--- config.mk ---
export PLATFORM = sky130hd
export DESIGN_NAME = rpn_token_sequencer
export DESIGN_NICKNAME = d
export VERILOG_FILES = /design/src/rtl/rpn_token_sequencer.sv
export SDC_FILE = /design/constraint.sdc
export NUM_CORES = 1
export LEC_CHECK = 0
export BUFFER_PORTS_ARGS = -buffer_cell sky130_fd_sc_hd__buf_4
export CAP_MARGIN = 10
export CORE_AREA = 2 2 276 278
export DETAILED_ROUTE_END_ITERATION = 12
export DIE_AREA = 0 0 278 280
export PLACE_DENSITY = 0.76
export SKIP_LAST_GASP = 1
export SLEW_MARGIN = 5
export SYNTH_ARGS = -nofsm -noshare
export SYNTH_HDL_FRONTEND = slang
export SYNTH_SLANG_ARGS = --single-unit
--- constraint.sdc ---
create_clock -name CLK -period 4.6 [get_ports CLK]
set_clock_uncertainty 0.1 [all_clocks]
set_input_delay 0.92 -clock CLK [delete_from_list [all_inputs] [get_ports CLK]]
set_output_delay 0.92 -clock CLK [all_outputs]
set_load 0.005 [all_outputs]
--- src/rtl/rpn_token_sequencer.sv ---
// Streams a stored RPN token program to the calculator over strobe/ack, then collects the result.
// Optional stack-depth checking is compiled in when RPN_DEPTH_CHECK_EN is defined.
module rpn_token_sequencer #(
    parameter int WIDTH = 32,
    parameter int DEPTH = 32,
    parameter int AW    = 5
) (
    input  logic             CLK,
    input  logic             RST,
    input  logic             load_we,
    input  logic [AW-1:0]    load_addr,
    input  logic [WIDTH-1:0] load_data,
    input  logic             load_is_op,
    input  logic             start,
    input  logic [AW:0]      len,
    output logic             busy,
    output logic             done,
    output logic             err,
    output logic [WIDTH-1:0] result,
    output logic             result_valid,
    output logic             tok_stb,
    output logic [WIDTH-1:0] tok_data,
    output logic             tok_is_op,
    input  logic             tok_ack,
    input  logic             res_stb,
    input  logic [WIDTH-1:0] res_data,
    output logic             res_ack
);

    typedef enum logic [2:0] {
        S_IDLE, S_FETCH, S_LOAD, S_SEND, S_GAP, S_WAIT_RES, S_ACK_RES, S_DONE
    } state_t;

    state_t           state_q, state_d;
    logic [AW:0]      ptr_q, ptr_d;
    logic [AW:0]      len_q, len_d;
    logic [WIDTH-1:0] tok_data_q, tok_data_d;
    logic             tok_is_op_q, tok_is_op_d;
    logic [WIDTH-1:0] result_q, result_d;
    logic             result_valid_q, result_valid_d;
    logic             err_q, err_d;
    logic [WIDTH:0]   mem [DEPTH];
    logic [WIDTH:0]   rd_q;
    logic [AW:0]      ptr_inc;
    logic             tok_is_eq;
`ifdef RPN_DEPTH_CHECK_EN
    logic [AW:0]      depth_q, depth_d;
    logic             depth_bad;
`endif

    // Program store: not reset; the read register is sampled every cycle and
    // consumed in S_LOAD, while ptr_q is still the address presented in S_FETCH.
    always_ff @(posedge CLK) begin
        if (load_we && !busy) begin
            mem[load_addr] <= {load_is_op, load_data};
        end
        rd_q <= mem[ptr_q[AW-1:0]];
    end

    assign ptr_inc   = ptr_q + (AW+1)'(1);
    assign tok_is_eq = tok_is_op_q && tok_data_q[2];

    always_comb begin
        state_d        = state_q;
        ptr_d          = ptr_q;
        len_d          = len_q;
        tok_data_d     = tok_data_q;
        tok_is_op_d    = tok_is_op_q;
        result_d       = result_q;
        result_valid_d = result_valid_q;
        err_d          = err_q;
`ifdef RPN_DEPTH_CHECK_EN
        depth_d   = depth_q;
        depth_bad = 1'b0;
`endif
        case (state_q)
            S_IDLE: begin
                if (start) begin
                    len_d          = len;
                    ptr_d          = '0;
                    err_d          = 1'b0;
                    result_valid_d = 1'b0;
`ifdef RPN_DEPTH_CHECK_EN
                    depth_d = '0;
`endif
                    if (len == '0) begin
                        err_d   = 1'b1;
                        state_d = S_DONE;
                    end else begin
                        state_d = S_FETCH;
                    end
                end
            end
            S_FETCH: state_d = S_LOAD;
            S_LOAD: begin
`ifdef RPN_DEPTH_CHECK_EN
                if (rd_q[WIDTH]) begin
                    if (rd_q[2]) begin
                        depth_bad = (depth_q != (AW+1)'(1));
                    end else begin
                        depth_bad = (depth_q < (AW+1)'(2));
                        depth_d   = depth_q - (AW+1)'(1);
                    end
                end else begin
                    depth_bad = (depth_q >= (AW+1)'(DEPTH));
                    depth_d   = depth_q + (AW+1)'(1);
                end
                if (depth_bad) begin
                    depth_d = depth_q;
                    err_d   = 1'b1;
                    state_d = S_DONE;
                end else begin
                    tok_data_d  = rd_q[WIDTH-1:0];
                    tok_is_op_d = rd_q[WIDTH];
                    state_d     = S_SEND;
                end
`else
                tok_data_d  = rd_q[WIDTH-1:0];
                tok_is_op_d = rd_q[WIDTH];
                state_d     = S_SEND;
`endif
            end
            S_SEND: begin
                if (tok_ack) begin
                    ptr_d = ptr_inc;
                    if (tok_is_eq) begin
                        state_d = S_WAIT_RES;
                    end else if (ptr_inc == len_q) begin
                        err_d   = 1'b1;
                        state_d = S_DONE;
                    end else begin
                        state_d = S_GAP;
                    end
                end
            end
            S_GAP: state_d = S_FETCH;
            S_WAIT_RES: begin
                if (res_stb) begin
                    result_d = res_data;
                    state_d  = S_ACK_RES;
                end
            end
            S_ACK_RES: begin
                result_valid_d = 1'b1;
                state_d        = S_DONE;
            end
            S_DONE:  state_d = S_IDLE;
            default: state_d = S_IDLE;
        endcase
    end

    always_ff @(posedge CLK or posedge RST) begin
        if (RST) begin
            state_q        <= S_IDLE;
            ptr_q          <= '0;
            len_q          <= '0;
            tok_data_q     <= '0;
            tok_is_op_q    <= 1'b0;
            result_q       <= '0;
            result_valid_q <= 1'b0;
            err_q          <= 1'b0;
`ifdef RPN_DEPTH_CHECK_EN
            depth_q <= '0;
`endif
        end else begin
            state_q        <= state_d;
            ptr_q          <= ptr_d;
            len_q          <= len_d;
            tok_data_q     <= tok_data_d;
            tok_is_op_q    <= tok_is_op_d;
            result_q       <= result_d;
            result_valid_q <= result_valid_d;
            err_q          <= err_d;
`ifdef RPN_DEPTH_CHECK_EN
            depth_q <= depth_d;
`endif
        end
    end

    // Handshake/status outputs decode from the state register so RST clears them at once.
    assign busy         = (state_q != S_IDLE) && (state_q != S_DONE);
    assign done         = (state_q == S_DONE);
    assign tok_stb      = (state_q == S_SEND);
    assign res_ack      = (state_q == S_ACK_RES);
    assign tok_data     = tok_data_q;
    assign tok_is_op    = tok_is_op_q;
    assign result       = result_q;
    assign result_valid = result_valid_q;
    assign err          = err_q;

endmodule
; Yosys cells after proc, flatten, opt, wreduce, memory -nomap -nowiden
; Memory sizes are Yosys's and may differ from the RTL's. A register that Yosys moved wholly into a read port is not among the register bits.
; Cells that the tools add are included.
[word_totals]
ff_bits = 82
latchBits = 0
ramBits = 1056
mem_bits_ro = 0
inputBits = 82
output_inout_bits = 71
elab_cells = 59
n_memories = 1
[op_classes]
n_addsub = 1
mul = 0
n_div = 0
n_lt_le_gt_ge = 0
eq_ne = 14
n_shift = 0
mux = 20
bitwise = 0
n_reduce_logical = 15
[mem_list]
columns = name, depth, width, rd, rd_ports_with_merged_regs, wr, line
row1 = mem, 32, 33, 1, 1, 1, 42  ; logic [WIDTH:0] mem [DEPTH];
[op_table]
columns = op, n
row1 = 3-bit case mux with 8 select lines, 1
row2 = "3-bit equality test, second input constant", 4
row3 = 3-bit two-way mux, 4
row4 = 6-bit two-way mux, 2
row5 = 6-bit case mux with 2 select lines, 1
row6 = 1-bit two-way mux, 8
row7 = "6-bit by 1-bit adder with 6-bit output, second input constant", 1
row8 = "3-bit by 2-bit equality test with 1-bit output, second input constant", 2
row9 = 6-bit equality test, 1
row10 = 6-bit zero test, 1
row11 = "2-bit != test, second input constant", 3
row12 = 2-bit AND reduction, 3
row13 = 3-bit AND reduction, 2
row14 = 5-bit AND reduction, 1
row15 = 2-bit two-way mux, 2
row16 = "2-bit by 1-bit != test with 1-bit output, second input constant", 2
row17 = 1-bit case mux with 2 select lines, 2
row18 = 2-bit nonzero test, 2
row19 = "3-bit by 1-bit equality test with 1-bit output, second input constant", 1
row20 = 1-bit logical AND, 3
row21 = 3-bit zero test, 1
row22 = "3-bit != test, second input constant", 1
row23 = 3-bit nonzero test, 1
row24 = 1-bit zero test, 1

; Depth between registers and ports, before layout
[depth]
ltp_word = 6
depth_mapped = 9

; Worst setup path after synthesis
; Ideal clock, no wire load.
[synth_timing]
path_kind = input-to-reg
start = input port load_we
end = memory mem[4][0] (netlist name) (enable)
arrival_ps = 2814
required_time_ps = 4077
setup_slack_ps = 1262
cell_stages = 4
path_buffers = 0
path_cell_list = nor2b_1 -> nor2b_1 -> nand3_1 -> nor2_1
[synth_between]
elab_chain_len = 3
[synth_lines]
columns = item, line
row1 = start: declaration, 10  ; input logic load_we,
row2 = 1-bit logical AND, 54  ; if (load_we && !busy) begin
row3 = 1-bit two-way mux, 54
row4 = 1-bit two-way mux (not written as such), 55  ; mem[load_addr] <= {load_is_op, load_data};
row5 = end: declaration, 42
; Every way passes these cells.

; Worst setup path in the final report
[layout_timing]
start = register state_q[0]
end = memory mem[16][13] (netlist name) (enable)
[layout_between]
elab_chain_len = 6
[layout_lines]
columns = item, line
row1 = start: declaration, 34  ; state_t state_q, state_d;
row2 = start signal: assignment, 166  ; state_q <= state_d;
row3 = 3-bit != test or 3-bit nonzero test (tied branches), 181  ; assign busy = (state_q != S_IDLE) && (state_q != S_DONE);
row4 = 1-bit logical AND *, 181
row5 = 1-bit zero test *, 54
row6 = 1-bit logical AND *, 54
row7 = 1-bit two-way mux *, 54
row8 = 1-bit two-way mux (not written as such) *, 55
; Mark *: on every way between the ends. The rest lies on a longest branch, timed or not.

==> results.md <==
* Mapped Area at between 40000 and 50000 µm²
* Die footprint at roughly 78000 µm²
* Share of layout cells above drive strength 1 at 36.4%
* Placed Cells at 3023
* Critical Path Fanout Max at 21
* Arrival time worst endpoint at 3.70 ns
* Row cnt at roughly 100
* ANT nets after route at 0
* Worst-path clk slew at around 0.06 ns
* Post-CTS Resized at 0
* Final Critical Period at ~3.5 ns
* CP Cell Sequence: and3_1 -> or2_2 -> inv_1 -> nor2_1 -> nand3_1 -> nor2_4 -> buf_4
* Worst r2r src: state_q[0]
* Gpl congestion at 0.794
* DRT iter0 DRCs at approximately 2500
* Yosys warns at 0
* Run status: complete, no violations
* Post-synth EDFFs at 1056
* Non-Filler Instances at 3231
* Post-CTS setup buffers at 0
* Commonest non-fill, non-tap cell in the layout: edfxtp_1
* Initial core utilization at 59.1%
* Most frequent cells in the layout: edfxtp_1 (1056), mux4_2 (264), buf_4 (203)
* Worst hold path type: input pin to async pin
* First-pass GRT wire length at ~140000 µm
* Final net count at between 2000 and 2500
* Critical path depth at 7
* Fin crit share at 75.4%
* Rel. slew slack at roughly 18%
* Pins Over Slew Limit at 0
* Setup Crit Path Kind: flip-flop to flip-flop
* Routed WL at ~95000 µm
* Fin worst setup slack at about 1.1 ns
* Sequential cell area fraction in the yosys report at approximately 77%
* Largest stage delay on the critical path at ~0.63 ns
* Flop2flop setup slack at 1.13 ns
* Sink Count at 1171
* DRC viols at 0
* Vias in the first global route at roughly 21000
* RSZ-0062 raised after global routing: false
* Asr flop ratio synth at 7.00%
* Total Power at 26.6 mW
* Max rail drop VDD at ~0.47 mV
* Num CTS Buffers at between 100 and 150
* Root buf cell: clkbuf_16
* CP Data Required Time at about 4.8 ns
* Drt wl/cell at 29.2 µm
* Post-DP HPWL at between 50000 and 60000 µm
* Synth Register Bits at 1171
* Reg-to-reg endpoint: mem[16][13]
* Core area at between 70000 and 80000 µm²
* Final hold violation count at 0
* Routed vias/inst at 6.45
* Total track usage at roughly 25%
* Slew @ Worst Pin at around 1.2 ns
* Die H at 280 µm
* Number of max-cap violations at 0
* GRT overflow at 0
* Chip width at around 280 µm
* Pwr Density at 527 nW/µm²
* Fill cell count at 4547
* H-tree levels at 3
* Final setup viols at 0
* End of the critical path: mem[16][13]
* Syn-to-layout area delta at 13.7%
* CTS Buffer Depth at 3
* # IOs at 153
* Initial antenna violation count at 2
* Startpoint Class: flip-flop
* Setup TNS at 0 ns
* Mapped Cells at between 1500 and 2000
* Critical Path Source: state_q[0]
* Latest clock arrival within the worst-skew pair at roughly 0.69 ns
* Syn Area/Cell at around 23 µm²
* CP Capture Type: flip-flop
* Synth Net Count at between 2000 and 2500
* Crit path buf inv count at 2
* Most used DFF post-synth: edfxtp_1
* Hold buffers post-CTS at 0
* CP top delay family: simple AND/OR/NAND/NOR gates
* Pre-CTS setup slack at around 1.2 ns
* Via count at 20800
* Yosys cell types at 47
* First-pass DRT Iterations at 7
* TritonCTS clock tree: built
* CP max-delay cell: dfrtp_1
* Antenna Cells at 0
* R2r worst-path depth at 7
* Largest net degree at the start of global routing at 55
* Fmax at 288 MHz
* Input/output buffers at ~150
* Leakage at between 15 and 20 nW
cell type report:
class | count | area (µm²) | share of cell area, %
inverters | 7 | 27.5 | 0.0545
clock buffers | 143 | 3050 | 6.03
flip-flops and latches | 1171 | 34400 | 68.2
multi-input cells | 658 | 9620 | 19.0
clock inverters | 65 | 509 | 1.01
repair buffers | 209 | 1640 | 3.26
well taps | 978 | 1220 | 2.42
how the worst min path moves through the flow:
stage	start	slack (ns)	depth (start not counted)	end
after floorplan	rd_q[0]	0.34	1	tok_data[0]
after global placement	rd_q[32]	0.34	1	tok_is_op
after detailed placement	rd_q[16]	0.35	1	tok_data[16]
after CTS	RST	0.24	2	tok_data[3]
after global routing	RST	0.28	2	tok_data[3]
final	RST	0.24	2	tok_data[6]
stage by stage:
stage	hold WS (ns)	util [%]	cell area, µm²
2_1_floorplan	0.339	-	44400
3_3_place_gp	0.343	62.4	47000
3_5_place_dp	0.352	62.4	47000
4_1_cts	0.239	67.2	50500
5_1_grt	0.280	67.2	50500
6_report	0.243	67.2	50500
report_power, final:
group | switching (mW) | total, mW | internal (mW)
logic | 2.31 | 5.10 | 2.79
clock network | 3.81 | 8.87 | 5.06
registers | 0.472 | 12.7 | 12.2
cell usage after synthesis (all sizes together), types with 4 or more instances:
| master | count | area, µm² |
|---|---|---|
| o22ai | 33 | 206 |
| nand2b | 4 | 25.0 |
| nand3 | 10 | 62.6 |
| mux2i | 66 | 661 |
| buf | 66 | 469 |
| xnor2 | 7 | 61.3 |
| nand2 | 14 | 52.6 |
| nor2b | 4 | 25.0 |
| a221oi | 33 | 295 |
| clkbuf | 39 | 146 |
| edfxtp | 1056 | 31700 |
| xor2 | 4 | 35.0 |
| mux2 | 137 | 1540 |
| dfxtp | 33 | 661 |
| inv | 7 | 26.3 |
| dfrtp | 82 | 2050 |
| mux4 | 264 | 5950 |
| nor2 | 40 | 150 |
| o21ai | 7 | 35.0 |
cell families (layout without fill, tap and decap cells):
logic type      count (synthesis)  count (layout)  share of synthesized area [%]
compound gates                 89              89                           1.47
fa+ha+maj                       1               1                         0.0282
mux                           467             467                           18.3
flops                        1171            1171                           77.5
simple gates                   90              90                           1.00
xor+xnor                       11              11                          0.217
buf+inv                       112             424                           1.45
per-layer routing:
metal / global-route usage (%) / share of wire [%]
met5: 0 / 0.0085
met4: 5.36 / 1.8
met3: 4.81 / 9.2
met2: 38.5 / 48
met1: 37.7 / 41
worst reg2reg max path: cells and delay by family (launching register included):
family	cells	cell delay, ns
buffers and inverters	2	0.63
AND/OR/NAND/NOR	5	1.77
flip-flops	1	0.63
registers in the layout, indices dropped and copies added, names as in the netlist:
signal	count
result_valid	1
err	1
result	32
mem	1056
len_q	6
tok_is_op	1
tok_data	32
state_q	3
ptr_q	6
rd_q	33
(Power assumes the default switching activity.)
